<file path="config.mk">
export PLATFORM = sky130hd
export DESIGN_NAME = dm_spi_frame_sequencer
export DESIGN_NICKNAME = d
export VERILOG_FILES = /design/src/rtl/dm_seq_pkg.sv /design/src/rtl/dm_seq_loader.sv /design/src/rtl/dm_spi_frame_sequencer.sv
export SDC_FILE = /design/constraint.sdc
export NUM_CORES = 1
export LEC_CHECK = 0
export ABC_AREA = 1
export ABC_CLOCK_PERIOD_IN_PS = 11400
export BUFFER_PORTS_ARGS = -buffer_cell sky130_fd_sc_hd__buf_2
export CAP_MARGIN = 20
export CORE_MARGIN = 2
export CORE_UTILIZATION = 55
export CTS_CLUSTER_DIAMETER = 120
export DETAILED_ROUTE_END_ITERATION = 12
export GPL_TIMING_DRIVEN = 0
export PLACE_DENSITY = 0.82
export SLEW_MARGIN = 20
export SYNTH_ARGS = -nofsm -noshare
export SYNTH_HDL_FRONTEND = slang
export SYNTH_SLANG_ARGS = --single-unit
</file>
<file path="constraint.sdc">
create_clock -name clk -period 11.4 [get_ports clk]
set_input_delay 2.28 -clock clk [delete_from_list [all_inputs] [get_ports clk]]
set_output_delay 2.28 -clock clk [all_outputs]
set_load 0.02 [all_outputs]
</file>
<file path="src/rtl/dm_seq_pkg.sv">
// Shared types and helpers for the deformable-mirror SPI frame sequencer.
// Holds the sequencer state set and the frame-RAM address mapping.
package dm_seq_pkg;

  typedef enum logic [2:0] {
    IDLE,
    FETCH,
    CAPT,
    LAUNCH,
    WAIT,
    GAP,
    DONE
  } state_e;

  localparam int NUM_CH_DEF = 6;
  localparam int NUM_CS_DEF = 4;

  function automatic int unsigned slot_addr(
    input int unsigned cs,
    input int unsigned ch,
    input int unsigned nch
  );
    return cs * nch + ch;
  endfunction

endpackage

</file>
<file path="src/rtl/dm_seq_loader.sv">
// Fetch counter, frame-RAM address generation and the SPI word shadow bank.
// The output bank only changes at CAPT so in-flight transfers see stable data.
module dm_seq_loader
  import dm_seq_pkg::*;
#(
  parameter int NUM_CH = NUM_CH_DEF,
  parameter int WORD_W = 24,
  parameter int ADDR_W = 5
) (
  input  logic                     clk,
  input  logic                     rst,
  input  logic                     fetch_i,
  input  logic                     capt_i,
  input  logic [1:0]               cs_i,
  output logic                     ram_rd_o,
  output logic [ADDR_W-1:0]        ram_addr_o,
  input  logic [WORD_W-1:0]        ram_data_i,
  output logic [NUM_CH*WORD_W-1:0] spi_data_o,
  output logic                     last_o
);

  localparam int CW = (NUM_CH > 1) ? $clog2(NUM_CH) : 1;

  logic [CW-1:0]             cnt_q;
  logic [CW-1:0]             idx_q;
  logic                      rd_q;
  logic [WORD_W-1:0]         shadow_q [NUM_CH];
  logic [NUM_CH*WORD_W-1:0]  spi_q;

  assign last_o     = fetch_i && (cnt_q == CW'(NUM_CH - 1));
  assign ram_rd_o   = fetch_i;
  assign ram_addr_o = fetch_i ?
    ADDR_W'(slot_addr(int'(cs_i), int'(cnt_q), NUM_CH)) : '0;
  assign spi_data_o = spi_q;

  always_ff @(posedge clk or posedge rst) begin
    if (rst) begin
      cnt_q <= '0;
      idx_q <= '0;
      rd_q  <= 1'b0;
    end else begin
      cnt_q <= fetch_i ? cnt_q + 1'b1 : '0;
      idx_q <= cnt_q;
      rd_q  <= fetch_i;
    end
  end

  // Read data lags the strobe by one cycle; the last word lands during CAPT.
  always_ff @(posedge clk or posedge rst) begin
    if (rst) begin
      for (int ch = 0; ch < NUM_CH; ch++) shadow_q[ch] <= '0;
      spi_q <= '0;
    end else begin
      if (rd_q) shadow_q[idx_q] <= ram_data_i;
      if (capt_i) begin
        for (int ch = 0; ch < NUM_CH; ch++)
          spi_q[ch*WORD_W +: WORD_W] <=
            (ch == NUM_CH - 1) ? ram_data_i : shadow_q[ch];
      end
    end
  end

endmodule

</file>
<file path="src/rtl/dm_spi_frame_sequencer.sv">
// Sequences one DM frame: per chip-select slot, fetch NUM_CH words,
// launch all SPI masters together, wait for completion, then gap.
module dm_spi_frame_sequencer
  import dm_seq_pkg::*;
#(
  parameter int NUM_CH         = NUM_CH_DEF,
  parameter int NUM_CS         = NUM_CS_DEF,
  parameter int WORD_W         = 24,
  parameter int ADDR_W         = 5,
  parameter int GAP_CYCLES     = 8,
  parameter int TIMEOUT_CYCLES = 1000
) (
  input  logic                     clk,
  input  logic                     rst,
  input  logic                     start,
  input  logic                     pps,
  input  logic                     pps_en,
  input  logic                     abort,
  input  logic                     clr_status,
  output logic                     ram_rd,
  output logic [ADDR_W-1:0]        ram_addr,
  input  logic [WORD_W-1:0]        ram_data,
  output logic [NUM_CH-1:0]        spi_start,
  output logic [NUM_CH*WORD_W-1:0] spi_data,
  input  logic [NUM_CH-1:0]        spi_busy,
  output logic [1:0]               cs_sel,
  output logic                     cs_active,
  output logic                     busy,
  output logic                     frame_done,
  output logic [15:0]              frame_count,
  output logic                     overrun,
  output logic                     timeout_err
);

  localparam int TW = $clog2(TIMEOUT_CYCLES + GAP_CYCLES + 1);

  state_e      state_q, state_d;
  logic        pps_q;
  logic [1:0]  cs_q, cs_d;
  logic [TW-1:0] tmr_q, tmr_d;
  logic [15:0] count_q;
  logic        overrun_q, timeout_q;
  logic        trig, fetch_last, all_idle, wait_exit, timeout_hit, gap_end;

  assign trig      = start | (pps_en & pps & ~pps_q);
  assign all_idle  = ~|spi_busy;
  // The masters raise busy a cycle after launch, so the first WAIT cycle is blind.
  assign wait_exit = (tmr_q != '0) && all_idle;
  assign timeout_hit = (state_q == WAIT) && !wait_exit &&
                       (tmr_q >= TW'(TIMEOUT_CYCLES - 1));
  assign gap_end   = (tmr_q == TW'(GAP_CYCLES - 1));

  dm_seq_loader #(
    .NUM_CH (NUM_CH),
    .WORD_W (WORD_W),
    .ADDR_W (ADDR_W)
  ) u_loader (
    .clk        (clk),
    .rst        (rst),
    .fetch_i    (state_q == FETCH),
    .capt_i     (state_q == CAPT),
    .cs_i       (cs_q),
    .ram_rd_o   (ram_rd),
    .ram_addr_o (ram_addr),
    .ram_data_i (ram_data),
    .spi_data_o (spi_data),
    .last_o     (fetch_last)
  );

  always_ff @(posedge clk or posedge rst) begin
    if (rst) state_q <= IDLE;
    else     state_q <= state_d;
  end

  always_comb begin
    state_d = state_q;
    if (abort) begin
      state_d = IDLE;
    end else begin
      unique case (state_q)
        IDLE:   if (trig) state_d = FETCH;
        FETCH:  if (fetch_last) state_d = CAPT;
        CAPT:   state_d = LAUNCH;
        LAUNCH: state_d = WAIT;
        WAIT: begin
          if (wait_exit)        state_d = GAP;
          else if (timeout_hit) state_d = IDLE;
        end
        GAP: begin
          if (gap_end)
            state_d = (cs_q == 2'(NUM_CS - 1)) ? DONE : FETCH;
        end
        DONE:    state_d = IDLE;
        default: state_d = IDLE;
      endcase
    end
  end

  always_comb begin
    spi_start   = {NUM_CH{state_q == LAUNCH}};
    cs_active   = (state_q == LAUNCH) || (state_q == WAIT);
    busy        = (state_q != IDLE);
    frame_done  = (state_q == DONE);
    cs_sel      = cs_q;
    frame_count = count_q;
    overrun     = overrun_q;
    timeout_err = timeout_q;
  end

  always_comb begin
    tmr_d = '0;
    if ((state_d == state_q) && ((state_q == WAIT) || (state_q == GAP)))
      tmr_d = tmr_q + 1'b1;
    cs_d = cs_q;
    if (state_d == IDLE)
      cs_d = '0;
    else if ((state_q == GAP) && (state_d == FETCH))
      cs_d = cs_q + 1'b1;
  end

  always_ff @(posedge clk or posedge rst) begin
    if (rst) begin
      pps_q     <= 1'b0;
      cs_q      <= '0;
      tmr_q     <= '0;
      count_q   <= '0;
      overrun_q <= 1'b0;
      timeout_q <= 1'b0;
    end else begin
      pps_q <= pps;
      cs_q  <= cs_d;
      tmr_q <= tmr_d;
      if ((state_q == DONE) && !abort) count_q <= count_q + 1'b1;
      if (trig && (state_q != IDLE)) overrun_q <= 1'b1;
      else if (clr_status)           overrun_q <= 1'b0;
      if (timeout_hit && !abort) timeout_q <= 1'b1;
      else if (clr_status)       timeout_q <= 1'b0;
    end
  end

endmodule

</file>
# Word-level counts from Yosys, hierarchy flattened

Index checks and enable logic that the tools add are counted.

$add $sub $neg: 5
$mul: 1
Order comparisons: 3
Equality and inequality tests: 11
Muxes and demuxes: 19
Bitwise gates (word level): 5
Reduce and logical (&&, ||, !) cells: 23

Operator list:

| cell                                                                          | number |
|---|---|
| 144-bit bitwise mux                                                           | 1 |
| 24-bit demux with 3-bit select                                                | 1 |
| 24-bit two-way mux                                                            | 1 |
| 3-bit two-way mux                                                             | 8 |
| 3-bit case mux with 6 select lines                                            | 1 |
| 16-bit by 1-bit adder with 16-bit output (second input constant)              | 1 |
| 3-bit == test (second input constant)                                         | 4 |
| 10-bit by 1-bit adder with 10-bit output (second input constant)              | 1 |
| 10-bit by 3-bit == test with 1-bit output (second input constant)             | 1 |
| 10-bit >= comparator (second input constant)                                  | 1 |
| 1-bit logical AND                                                             | 10 |
| 10-bit two-way mux                                                            | 1 |
| 10-bit nonzero test                                                           | 1 |
| 3-bit by 1-bit == test with 1-bit output (second input constant)              | 2 |
| 3-bit by 2-bit == test with 1-bit output (second input constant)              | 2 |
| 3-bit logical NOT                                                             | 2 |
| 2-bit nonzero test                                                            | 3 |
| 6-bit OR reduction                                                            | 1 |
| 5-bit by 3-bit adder with 5-bit output                                        | 1 |
| 5-bit two-way mux                                                             | 1 |
| 4-bit >= comparator (second input constant)                                   | 1 |
| 4-bit by 1-bit less-than comparator with 1-bit output (second input constant) | 1 |
| 2-bit by 2-bit multiplier with 4-bit output (second input constant)           | 1 |
| 2-bit two-way mux                                                             | 2 |
| 12 further kinds                                                              | 18 |

Register bits after elaboration: 329
Input port bits: 37
Output and inout port bits: 179
Word-level logic and storage cells: 84

# Logic depth before layout (Yosys ltp)

Gate-level depths: netlist of run 1.

Word-level depth: 14
Mapped depth: 13
Mapped depth without buffers: 13

# Modules after synthesis

Synthesis of run 1 repeated with hierarchy kept, for this count alone.

Cell total of the unflattened synthesis: 1032
Area total of the unflattened synthesis: 12319.3 um^2

By module, submodules not included:

| module                 | times used | cells an instance | area each (um^2) | seq. area each (um^2) |
|---|---|---|---|---|
| dm_seq_loader          | 1          | 795               | 10411.2          | 6781.5 |
| dm_spi_frame_sequencer | 1          | 237               | 1908.1           | 850.8 |

# Worst setup path after synthesis of run 1

No wires, ideal clock.

Path type: register to output
From: register cs_q[0], in the netlist cs_sel[0]
To: output port ram_addr[4]
Arrival: 1905 ps
Required time: 9120 ps
Slack: 7215 ps
Cell stages (with the launch flop): 10
Path buffers: 0
Cells stage by stage: dfrtp_1 -> inv_1 -> ha_1 -> inv_1 -> ha_1 -> nand2_1 -> inv_1 -> o21ai_0 -> o21ai_0 -> a21oi_1

Longest elaborated chain between the ends: 3

RTL lines:

| item                                        | RTL line                      | source |
|---|---|---|
| from (decl)                                 | dm_spi_frame_sequencer.sv:39  | `logic [1:0] cs_q, cs_d;` |
| from (signal assigned)                      | dm_spi_frame_sequencer.sv:131 | `cs_q <= cs_d;` |
| 2-bit by 2-bit multiplier with 4-bit output | dm_seq_pkg.sv:23              | `return cs * nch + ch;` |
| 5-bit by 3-bit adder with 5-bit output      | dm_seq_pkg.sv:23              |  |
| 5-bit two-way mux                           | dm_seq_loader.sv:32           | `assign ram_addr_o = fetch_i ?` |
| to (decl)                                   | dm_spi_frame_sequencer.sv:21  | `output logic [ADDR_W-1:0] ram_addr,` |

No other way between the ends.

# Worst setup path in the final report of run 1

Same ends and word-level chain as after synthesis.

==> summary by stage, run 1 <==
Synthesis
The simple logic cell fraction of the synthesized area is a little over a tenth. The number of nets in the synthesized netlist is 1,060. The area share of fa/ha/maj cells after synthesis is approximately 1.1%.

The post-synthesis compound-gate area fraction is around 6.6%. The number of different library cells used by synthesis comes to 35. By area, the combinational part of the netlist is dominated by multiplexers. By area the synthesized netlist is led by sky130_fd_sc_hd__dfrtp_1 64%, sky130_fd_sc_hd__mux2_2 11%, sky130_fd_sc_hd__o21ai_0 6.3%. Multiplexer cells account for a little under an eighth of the synthesized area. The post-synthesis register bit count is roughly 310. The number of enable flip-flop cells after synthesis is 0. sky130_fd_sc_hd__dfrtp_1 takes more of the synthesized area than any other cell. The Yosys warning count is 0.

Counting flops with an async set or reset pin after synthesis yields a share of 100%. After synthesis, the largest area contributor takes up between 60 and 70% of total cell area. The sequential share of the synthesized area is roughly 64%.

The gate count after technology mapping is roughly 1,000. Of the total synthesized cell area, the portion taken by XOR and XNOR cells is 1.70%. After synthesis, the mean cell area works out to 11.7 sq um. In the synthesized netlist the dominant register cell turns out to be sky130_fd_sc_hd__dfrtp_1. In this run the cell area of the synthesized design comes to ~12,000 sq um.

CTS
The post-CTS setup repair buffer count is 0. The clock drives around 300 sinks. The cell at the root of the clock tree is sky130_fd_sc_hd__clkbuf_16. For the worst-skew pair, the clock arrives at the later sink with an insertion delay of 0.55 ns. The number of hold-repair buffers added at the cts stage is 0. The maximum clock path buffer count is 3.

TritonCTS built the clock tree. The H-tree level count is 1. The number of clock buffers inserted by TritonCTS is 30. The count of cells resized by post-cts repair is 0. The clock transition time at the flip-flop clock pins of the worst setup and hold paths is 0.06 ns.

Timing
The worst pin sits at a relative slew slack of roughly 46%. The final critical path takes up between 40% and 50% of the cycle. The total negative slack is 0 ns.

The slew at the pin closest to its max-slew limit is 0.799 ns. The smallest clock period supported by the final layout is computed as between 4 and 5 ns. The total setup violations reported at the end of the flow is 0. Timing would allow up to between 200 and 250 MHz. The largest clock skew in the final design is 0.0253 ns. The max-slew violation total from the final report is 0.

Setup repair after global routing left no endpoint under its margin. The number of failing hold endpoints at the final stage is 0.

Route
The count of nets left with antenna violations after detail routing is 0. The vias after detailed routing is 8,382. Dividing the detail-routed wire length by the instance count gives around 18 um. The total routed wirelength is 28.5 mm.

The detailed router finished its first iteration with 541 violations. The per-cell via count in the routed design is around 5.4. After detailed routing, the number of remaining DRC violations is 0. The number of iterations in the first detailed-routing pass is 5.

Worst setup path
The required time of the critical path is slightly above 9 ns. The most frequent cell on the critical path is sky130_fd_sc_hd__inv_1. The worst path buffer plus inverter count is 4. STA puts the critical path data arrival time at between 2 and 3 ns.

The largest fanout on the critical path is 5. The critical path goes through inv_1, ha_1, inv_1, ha_1, nand2_1, inv_1, o21ai_0, o21ai_0, a21oi_1, buf_2. The type of origin of the critical path is a register.

The kind of cell adding the most delay to the critical path is adder cells. In this design, the stage delay of the slowest critical-path cell is 0.46 ns. STA classifies the critical path endpoint as an output port.

For this design, the slowest cell found on the critical path is sky130_fd_sc_hd__dfrtp_1. The critical path class is register to output port. For flop-to-flop paths, the worst setup slack is about 9.4 ns.

Placement
The routability congestion estimate from global placement is just under 0.9. The post-detailed-placement cell area is ~13,000 sq um. The count of input and output buffers is roughly 220. The HPWL after detailed placement is between 15 and 20 mm.

In this run, placement finished with an instance count of roughly 1,500.

Power
The power spent charging and discharging nets is between 0.6 and 0.7 mW. The share of total power in the clock network is 38.8%. The share of power burned in combinational logic is 9.3%.

The share of total power dissipated in sequential elements is just over 50%. The peak supply drop is around 0.11 mV. In this run the static leakage power is approximately 8 nW. For this design the ratio of total power to cell area is 179 nW/um^2.

The fraction of power spent switching nets is roughly 25%. Cell internal power was estimated by the tool at just under 2 mW.

Finish
The finished cells cover 14,400 sq um. The number of nets in the finished design is around 1,300. The synthesis-to-finish area growth is 21.4%. The antenna diode instance count is 0. The library cell used most frequently in the layout, excluding fill and tap cells, is sky130_fd_sc_hd__dfrtp_1. The library cells used most frequently in the layout, excluding fill and tap cells, are 305 x sky130_fd_sc_hd__dfrtp_1, 229 x sky130_fd_sc_hd__buf_2, 195 x sky130_fd_sc_hd__nand2_1. The non-filler instance count after layout is around 1,600. The post-route netlist has between 30% and 40% of its cells at a drive strength greater than 1.

Floorplan
Once the floorplan was initialized, standard cells occupied between 50% and 60% of the core. The floorplan has 53 rows. The floorplan step defined a core boundary enclosing 21,100 sq um. The die footprint is about 23,000 sq um. During I/O placement, the number of pins put on the boundary was between 200 and 250. Measured along the x axis, the die boundary spans between 150 and 200 um. The height of the chip is about 150 um.

GRT
The largest net degree at the start of global routing is 89. The via count of the first global-routing pass was around 8,500. The initial antenna violation count is 1.

Across every metal layer, demand over resource in global routing totals between 20% and 30%. The remaining global-route overflow is 0. The first global-routing pass estimated between 40 and 50 mm of wire.

Worst hold path
The tightest min-delay check is of the register to register type.

Job
The tool flagged a number of max-cap violations equal to 0.

Status
The flow ran to the end, and the final reports show no timing, DRC or antenna violations.
[cells in the mapped netlist, types with 2 or more instances]
cell type	number
sky130_fd_sc_hd__a21oi_1	3
sky130_fd_sc_hd__xor2_1	15
sky130_fd_sc_hd__inv_1	58
sky130_fd_sc_hd__nor3_1	3
sky130_fd_sc_hd__mux2_2	120
sky130_fd_sc_hd__inv_2	6
sky130_fd_sc_hd__xnor2_1	8
sky130_fd_sc_hd__nor2_1	30
sky130_fd_sc_hd__nand2_1	195
sky130_fd_sc_hd__buf_2	14
sky130_fd_sc_hd__o21ai_0	150
sky130_fd_sc_hd__nand3_2	3
sky130_fd_sc_hd__nor2_4	4
sky130_fd_sc_hd__nor4_1	3
sky130_fd_sc_hd__clkbuf_1	27
sky130_fd_sc_hd__nand3_1	14
sky130_fd_sc_hd__nor2_2	11
sky130_fd_sc_hd__dfrtp_1	305
sky130_fd_sc_hd__ha_1	9
sky130_fd_sc_hd__nand4_1	5
sky130_fd_sc_hd__buf_1	2
sky130_fd_sc_hd__or2_2	2
sky130_fd_sc_hd__nand2_2	8
sky130_fd_sc_hd__buf_4	5
sky130_fd_sc_hd__nor3_2	3
[per-layer routing]
| metal | up-vias | wire length, um | GRT usage, % |
|---|---|---|---|
| met1 | 4246 | 12000 | 34.0 |
| met2 | 252 | 13900 | 42.7 |
| met5 | - | 11 | 0 |
| met4 | 2 | 694 | 7.38 |
| li1 | 3830 | - | - |
| met3 | 52 | 1820 | 5.21 |
[state kept, by name (all words and copies together) (netlist names)]
signal,flops
u_loader.rd_q,1
overrun,1
cs_sel,2
u_loader.cnt_q,3
u_loader.shadow_q,120
frame_count,16
pps_q,1
tmr_q,10
u_loader.spi_data_o,144
u_loader.idx_q,3
timeout_err,1
state_q,3
[layout make-up]
| cell class | instances | area, sq um |
|---|---|---|
| Multi-Input combinational cell | 595 | 3740 |
| Fill cell | 1559 | 6720 |
| Clock buffer | 43 | 900 |
| Sequential cell | 305 | 7630 |
| Clock inverter | 12 | 125 |
| Tap cell | 275 | 344 |
| Buffer | 48 | 216 |
| Timing Repair Buffer | 218 | 1160 |
| Inverter | 65 | 251 |
[cell families (layout without fill, tap and decap cells)]
kind of cell / after synthesis / count (layout)
adders and majority gates: 10 / 10
xor gates and xnor gates: 23 / 23
AOI/OAI and AO/OA: 155 / 155
DFF: 305 / 305
muxes: 120 / 120
buffers and inverters: 113 / 386
and+or+nand+nor: 287 / 287
[final timing paths]
check	startpoint	to	depth (start not counted)
setup / recovery	cs_sel[0]$_DFFE_PP0P_	ram_addr[4]	10
hold / removal	u_loader.cnt_q[0]$_DFF_PP0_	u_loader.idx_q[0]$_DFF_PP0_	0
setup reg to reg	state_q[0]$_DFF_PP0_	tmr_q[5]$_DFF_PP0_	8
hold reg to reg	u_loader.cnt_q[0]$_DFF_PP0_	u_loader.idx_q[0]$_DFF_PP0_	0
max in group asynchronous	rst	u_loader.shadow_q[29]$_DFFE_PP0P_	3
min in group asynchronous	rst	u_loader.spi_data_o[89]$_DFFE_PP0P_	2
[stage by stage]
step / hold WS [ns] / setup WS, ns / util (%) / power [mW]
finish: 0.468 / 6.61 / 68.2 / 2.58
global route: 0.488 / 6.44 / 68.2 / 2.69
CTS: 0.470 / 6.65 / 68.2 / 2.59
detailed placement: 0.436 / 7.21 / 63.3 / 1.59
global placement: 0.435 / -2.20 / 62.9 / 1.56
floorplan: 0.401 / 0.689 / - / 1.49
[power by group through the flow]
stage          clock network, mW  registers, mW  logic [mW]
3_5_place_dp                   0           1.35       0.238
3_3_place_gp                   0           1.34       0.219
4_1_cts                     1.01           1.33       0.244
5_1_grt                     1.06           1.35       0.277
2_1_floorplan                  0           1.34       0.152
6_report                    1.00           1.34       0.240
(Power assumes the default switching activity.)
==> run 2, diff against run 1 <==
Settings changed: ABC_CLOCK_PERIOD_IN_PS 11400 to 3900, CORE_UTILIZATION 55 to 50, PLACE_DENSITY 0.82 to 0.79.
Clock period 11.4 ns to 3.9 ns, I/O delays scaled along.
==> run 2 against run 1 <==
First-iteration DRC count decreased by 19%. Register-to-register slack lost 7.6 ns. Clock-buffer cell count down 1. Combinational power rose to 2.9 times the previous value. Clock power grew to 2.9 times the previous value. Critical path depth is the same. Critical path type unchanged. Critical endpoint unchanged.
==> summary by stage, run 2 (same netlist as run 1, synthesis figures left out) <==
Power
The sequential share of power is 52.1% (was 51.9%). The fraction of power spent switching nets was 24.8% (was 25.2%). The power spent charging and discharging nets is 1.85 mW (was 0.649 mW). The sum of internal, switching and leakage power came to 7.48 mW (was 2.58 mW). The power per unit of standard cell area was 515 nW/um^2 (was 179 nW/um^2). The share of total power in the clock network is 38.4% (was 38.8%). The static power due to leakage was 7.85 nW (was 7.83 nW).

The total internal power is 5.63 mW (was 1.93 mW). The peak supply drop came to 0.358 mV (was 0.111 mV). The share of power burned in combinational logic is 9.4% (was 9.3%).

Floorplan
The x dimension of the die is 158 um (was 151 um). The starting density of the core is 50.7% (was 56.1%). The floorplan row count is 56 (was 53). The height of the chip is 158 um (was 151 um). The number of I/O pins was 216 (unchanged). The placeable core area is 23,300 sq um (was 21,100 sq um). The die footprint is 24,900 sq um (was 22,700 sq um).

Route
The DRC violations left is 0 (unchanged). The vias after detailed routing is 8,297 (was 8,382). The routed length per placed instance is 17.8 um (was 18.2 um). The total routed wirelength came to 28.6 mm (was 28.5 mm).

The per-cell via count in the routed design is 5.16 (was 5.37). The starting DRC count in detailed routing is 440 (was 541). The number of iterations in the first detailed-routing pass is 5 (unchanged).

The count of nets left with antenna violations after detail routing is 0 (unchanged).

Finish
The flip-flop count of the largest register after layout is 144 (unchanged). The synthesis-to-finish area growth is 22.6% (was 21.4%). The area occupied by multi-input gates was 3740 sq um (unchanged).

The area used by sequential logic in the layout was 7630 sq um (unchanged). The number of fillers in the final layout is 1,874 (was 1,559). The final core utilization is 62.2% (was 68.2%). Highest-count cells in the layout ignoring fill and taps: 305 x sky130_fd_sc_hd__dfrtp_1, 229 x sky130_fd_sc_hd__buf_2, 195 x sky130_fd_sc_hd__nand2_1 (unchanged).

The number of nets in the finished design is 1,316 (was 1,310). The leading cell type in the layout, fill and taps excluded is sky130_fd_sc_hd__dfrtp_1 (unchanged). The layout cell share with drive strength beyond 1 is 35.0% (about the same). The final non-filler cell area was 14,500 sq um (was 14,400 sq um).

The antenna diode instance count was 0 (unchanged).

GRT
The largest net degree at the start of global routing is 35 (was 89). The remaining global-route overflow is 0 (unchanged). The global-route wire length before repair came to 44.4 mm (was 45.0 mm). The initial antenna violation count is 0 (was 1). The via count of the first global-routing pass is 8,194 (was 8,533). The aggregate global-route resource usage is 23.1% (was 25.5%).

Timing
The max-slew violation total from the final report is 0 (unchanged). The time the final worst path needs with I/O delays and setup is ~3.3 ns. The number of failing hold endpoints at the final stage is 0 (unchanged). The worst slew margin relative to its limit is 42.0% (was 46.3%). Unrepaired setup endpoints after global routing: no (unchanged). Derived from the worst setup path, the maximum achievable clock frequency is just over 300 MHz. The total setup violations reported at the end of the flow is 0 (unchanged). The ratio of final minimum period to clock period is 83.9%. The largest clock skew in the final design came to 0.00879 ns (was 0.0253 ns). The slew at the pin closest to its max-slew limit was 0.864 ns (was 0.799 ns).

CTS
The clock transition time at the flip-flop clock pins of the worst setup and hold paths is 0.06 ns (about the same). The worst-skew pair later-pin latency is 0.53 ns (was 0.55 ns). The maximum clock path buffer count is 3 (unchanged). The clock tree from TritonCTS is done (unchanged). The number of hold-repair buffers added at the cts stage is 0 (unchanged). The cell at the root of the clock tree is sky130_fd_sc_hd__clkbuf_16 (unchanged). The number of clock buffers inserted by TritonCTS is 29 (was 30).

The count of cells resized by post-cts repair is 0 (unchanged). The post-CTS setup repair buffer count is 0 (unchanged). The number of clock sinks is 305 (unchanged).

The H-tree level count came to 1 (unchanged).

Status
Outcome: finished clean (unchanged).

Job
The total of max-cap violations is 0 (unchanged).

Worst setup path
The required time of the critical path is 3.12 ns (was 9.12 ns). The type of origin of the critical path is a register (unchanged). The data arrival at the endpoint of the critical path is 2.49 ns (was 2.51 ns).

The critical path class is register to output port (unchanged). The kind of capture point of the worst setup path is an output port (unchanged). The largest fanout on the critical path is 5 (unchanged).

Worst hold path
The worst min-delay path category is input port to asynchronous set/reset pin (was register to register).

Placement
The count of input and output buffers is 215 (unchanged). The routability congestion estimate from global placement came to 0.776 (was 0.871). The post-detailed-placement cell area was 13,500 sq um (was 13,300 sq um). The detailed placement HPWL is 20.7 mm (was 19.8 mm).
## run 2: cell types whose count changed in the layout (fill, tap and decap cells not counted), sizes merged
cell / change
buf: +7
clkinv: -7
clkinvlp: +3
bufinv: +1
clkbuf: -1
## run 2: power groups by stage
stage / clock network, mW / registers (mW) / logic [mW]
6_report: 2.87 / 3.90 / 0.705
5_1_grt: 3.05 / 3.95 / 0.826
4_1_cts: 2.92 / 3.90 / 0.718
3_5_place_dp: 0 / 3.94 / 0.711
3_3_place_gp: 0 / 3.92 / 0.646
2_1_floorplan: 0 / 3.91 / 0.444
## run 2: final cells by class
type | count | area share (%)
buffer | 48 | 1.49
clock buffer | 42 | 5.89
sequential | 305 | 52.6
multi-input combinational | 595 | 25.8
clock inverter | 9 | 0.888
timing repair buffer | 225 | 8.90
inverter | 65 | 1.71
tap | 319 | 2.75
## run 2: critical path, cell delays in order (launching register included)
cell,delay [ns]
sky130_fd_sc_hd__dfrtp_1,0.42
sky130_fd_sc_hd__inv_1,0.08
sky130_fd_sc_hd__ha_1,0.32
sky130_fd_sc_hd__inv_1,0.11
sky130_fd_sc_hd__ha_1,0.24
sky130_fd_sc_hd__nand2_1,0.06
sky130_fd_sc_hd__inv_1,0.03
sky130_fd_sc_hd__o21ai_0,0.26
sky130_fd_sc_hd__o21ai_0,0.12
sky130_fd_sc_hd__a21oi_1,0.16
sky130_fd_sc_hd__buf_2,0.19
## run 2: per-layer routing
layer / global-route usage (%) / vias up / part of all wire [%]
li1: - / 3833 / -
met1: 30.6 / 4174 / 42
met2: 39.2 / 252 / 50
met3: 5.17 / 38 / 7.0
met4: 5.32 / 0 / 1.8
met5: 0 / - / 0
## run 2: path summary, 6_finish.rpt
check                      cells past startpoint  slack [ns]                                    to                        start
min in group clk                               1        0.36                       pps_q$_DFF_PP0_                          pps
max in group asynchronous                      6        2.46   u_loader.spi_data_o[23]$_DFFE_PP0P_                          rst
max reg2reg                                    6        1.73  u_loader.spi_data_o[129]$_DFFE_PP0P_         state_q[0]$_DFF_PP0_
min                                            2        0.29                  state_q[0]$_DFF_PP0_                          rst
min reg2reg                                    0        0.46           u_loader.idx_q[1]$_DFF_PP0_  u_loader.cnt_q[1]$_DFF_PP0_
max                                           10        0.63                           ram_addr[4]        cs_sel[0]$_DFFE_PP0P_
## run 2: through the flow
step	setup TNS [ns]	hold WS (ns)	cells	worst slack, ns
after global placement	-761.17	0.439	1547	-2.53
final	0	0.292	1608	0.629
after floorplan	-285.78	0.401	1013	-0.937
after global routing	0	0.323	1608	0.347
after detailed placement	0	0.455	1557	1.18
after CTS	0	0.290	1608	0.603
==> run 3, diff against run 2 <==
Settings changed: ABC_CLOCK_PERIOD_IN_PS 3900 to 3000.
Clock period 3.9 ns to 3 ns, I/O delays scaled along.
==> run 3 against run 2 <==
Register-to-register slack worse by 0.89 ns. Cell count up 0.19%. Design area up 0.20%. Clock-buffer cell count unchanged. First-iteration DRC count up 6.1%. Critical endpoint unchanged.
==> summary by stage, run 3 (same netlist as run 1, synthesis figures left out) <==
Status
Outcome: finished clean (unchanged).

Timing
The time the final worst path needs with I/O delays and setup is 2.82 ns. The largest clock skew in the final design is 0.00900 ns (was 0.00879 ns). The max-slew violation total from the final report is 0 (unchanged).

The number of failing hold endpoints at the final stage is 0 (unchanged). Unrepaired setup endpoints after global routing: no (unchanged). The achievable frequency is 354 MHz.

The worst slew margin relative to its limit is 42.1% (was 42.0%). The total setup violations reported at the end of the flow is 0 (unchanged). The final worst slack is 0.176 ns (was 0.629 ns). The slew at the pin closest to its max-slew limit is 0.861 ns (was 0.864 ns).

Dividing the final minimum period by the clock period gives 94.1%.

GRT
The via count of the first global-routing pass is 8,193 (was 8,194). The largest net degree at the start of global routing is 35 (unchanged). The global-route wire length before repair is 44.4 mm (unchanged). The remaining global-route overflow is 0 (unchanged). The aggregate global-route resource usage was 23.1% (unchanged). The initial antenna violation count came to 0 (unchanged).

CTS
The number of clock sinks was 305 (unchanged). The H-tree level count is 1 (unchanged). The cell at the root of the clock tree is sky130_fd_sc_hd__clkbuf_16 (unchanged). The worst-skew pair later-pin latency is 0.54 ns (was 0.53 ns).

The clock transition time at the flip-flop clock pins of the worst setup and hold paths is 0.06 ns (about the same). The number of hold-repair buffers added at the cts stage is 0 (unchanged). The clock tree from TritonCTS is done (unchanged). The number of clock buffers inserted by TritonCTS is 29 (unchanged). The maximum clock path buffer count is 3 (unchanged).

Worst setup path
The flop-to-flop setup slack is 0.84 ns (was 1.73 ns). The delay of the slowest cell on the worst path was 0.39 ns (was 0.42 ns). The worst path buffer plus inverter count is 3 (was 4). The kind of capture point of the worst setup path is an output port (unchanged). The largest fanout on the critical path is 3 (was 5). The kind of cell adding the most delay to the critical path is adder cells (unchanged). The type of origin of the critical path was a register (unchanged). The launch point of the worst reg-to-reg path is state_q[0]$_DFF_PP0_ (unchanged). The launch point of the worst path is cs_sel[1]$_DFFE_PP0P_ (was cs_sel[0]$_DFFE_PP0P_).

The most frequent cell on the critical path is sky130_fd_sc_hd__ha_1 (was sky130_fd_sc_hd__inv_1). The data arrival at the endpoint of the critical path is 2.22 ns (was 2.49 ns). The critical path class is register to output port (unchanged). The number of cells on the worst reg-to-reg path is 6 (unchanged).

The capturing instance or port of the critical path is ram_addr[4] (unchanged). The slowest cell on the critical path was sky130_fd_sc_hd__dfrtp_1 (unchanged). The required time of the critical path is 2.40 ns (was 3.12 ns). Critical path cell sequence: ha_1, inv_2, ha_1, nand2_1, inv_1, o21ai_2, o21ai_0, a21oi_1, buf_4 (was inv_1, ha_1, inv_1, ha_1, nand2_1, inv_1, o21ai_0, o21ai_0, a21oi_1, buf_2). The capture instance of the worst register-to-register path is u_loader.spi_data_o[129]$_DFFE_PP0P_ (unchanged).

The number of cells on the critical path is 9 (was 10).

Finish
The leading cell type in the layout, fill and taps excluded is sky130_fd_sc_hd__dfrtp_1 (unchanged). The number of nets in the finished design came to 1,319 (was 1,316). The layout cell share with drive strength beyond 1 came to 35.3% (was 35.0%). The antenna diode instance count was 0 (unchanged). Highest-count cells in the layout ignoring fill and taps: 305 x sky130_fd_sc_hd__dfrtp_1, 228 x sky130_fd_sc_hd__buf_2, 195 x sky130_fd_sc_hd__nand2_1 (was 305 x sky130_fd_sc_hd__dfrtp_1, 229 x sky130_fd_sc_hd__buf_2, 195 x sky130_fd_sc_hd__nand2_1). The synthesis-to-finish area growth is 22.9% (was 22.6%). The final core utilization is 62.3% (was 62.2%). The flip-flop count of the largest register after layout was 144 (unchanged).

Power
The power spent charging and discharging nets is 2.40 mW (was 1.85 mW). The static power due to leakage is 7.87 nW (was 7.85 nW). The fraction of power spent switching nets was 24.7% (was 24.8%). The share of power burned in combinational logic is 9.4% (about the same). The share of total power in the clock network was 38.4% (about the same). The sum of internal, switching and leakage power is 9.72 mW (was 7.48 mW). The peak supply drop is 0.464 mV (was 0.358 mV). The power per unit of standard cell area came to 668 nW/um^2 (was 515 nW/um^2). The total internal power is 7.31 mW (was 5.63 mW).

The sequential share of power was 52.2% (was 52.1%).

Placement
The count of input and output buffers came to 215 (unchanged). The setup slack after placement was 0.459 ns (was 1.18 ns). The detailed placement HPWL was 20.7 mm (unchanged).

The routability congestion estimate from global placement is 0.776 (unchanged).

Route
The routed length per placed instance is 17.8 um (about the same). The total routed wirelength is 28.6 mm (about the same). The count of nets left with antenna violations after detail routing was 0 (unchanged). The vias after detailed routing is 8,296 (was 8,297). The DRC violations left is 0 (unchanged). The per-cell via count in the routed design is 5.15 (was 5.16).

The starting DRC count in detailed routing was 467 (was 440). The number of iterations in the first detailed-routing pass is 5 (unchanged).

Floorplan
The x dimension of the die came to 158 um (unchanged). The height of the chip is 158 um (unchanged). The placeable core area is 23,300 sq um (unchanged). The die footprint came to 24,900 sq um (unchanged). The number of I/O pins is 216 (unchanged). The floorplan row count came to 56 (unchanged). The starting density of the core is 50.7% (unchanged).

Worst hold path
The worst min-delay path category is input port to asynchronous set/reset pin (unchanged).

Job
The total of max-cap violations was 0 (unchanged).
run 3: routing by layer:
| layer | wire (um) | GRT usage, % |
|---|---|---|
| met1 | 11900 | 30.6 |
| met2 | 14200 | 39.2 |
| met4 | 511 | 5.32 |
| met5 | 0 | 0 |
| met3 | 2060 | 5.17 |
run 3: timing repair:
action / 4_1_cts / 5_1_grt
gates resized for setup: 1 / 3
endpoints found under the hold margin: 0 / 0
buffers inserted: 1 / 2
setup endpoints to repair: 1 / 1
run 3: through the flow:
stage | TNS [ns] | hold slack (ns) | area [sq um] | std cells
final | 0 | 0.116 | 14500 | 1611
after global routing | 0 | 0.143 | 14500 | 1611
after CTS | 0 | 0.110 | 14500 | 1609
after detailed placement | 0 | 0.455 | 13500 | 1557
after global placement | -980.77 | 0.439 | 13300 | 1547
after floorplan | -505.38 | 0.401 | 11800 | 1013
run 3: cell type report:
cell class                      count  area [sq um]
Buffer                             48           216
Clock buffer                       42           855
Clock inverter                      9           129
Fill cell                        1867          8790
Inverter                           65           248
Multi-Input combinational cell    595          3750
Sequential cell                   305          7630
Tap cell                          319           399
Timing Repair Buffer              228          1320
run 3: power groups by stage:
stage	clock, mW	sequential (mW)	combinational (mW)
after floorplan	0	5.09	0.578
after detailed placement	0	5.13	0.924
after global placement	0	5.10	0.839
after global routing	3.96	5.14	1.07
after CTS	3.79	5.07	0.933
final	3.73	5.07	0.915
run 3: worst min-delay path by stage:
stage | startpoint | slack (ns) | endpoint
floorplan | u_loader.cnt_q[1]$_DFF_PP0_ | 0.40 | u_loader.idx_q[1]$_DFF_PP0_
global placement | u_loader.cnt_q[1]$_DFF_PP0_ | 0.44 | u_loader.idx_q[1]$_DFF_PP0_
detailed placement | u_loader.cnt_q[0]$_DFF_PP0_ | 0.45 | u_loader.idx_q[0]$_DFF_PP0_
CTS | rst | 0.11 | frame_count[15]$_DFFE_PP0P_
global route | rst | 0.14 | frame_count[15]$_DFFE_PP0P_
finish | rst | 0.12 | state_q[0]$_DFF_PP0_
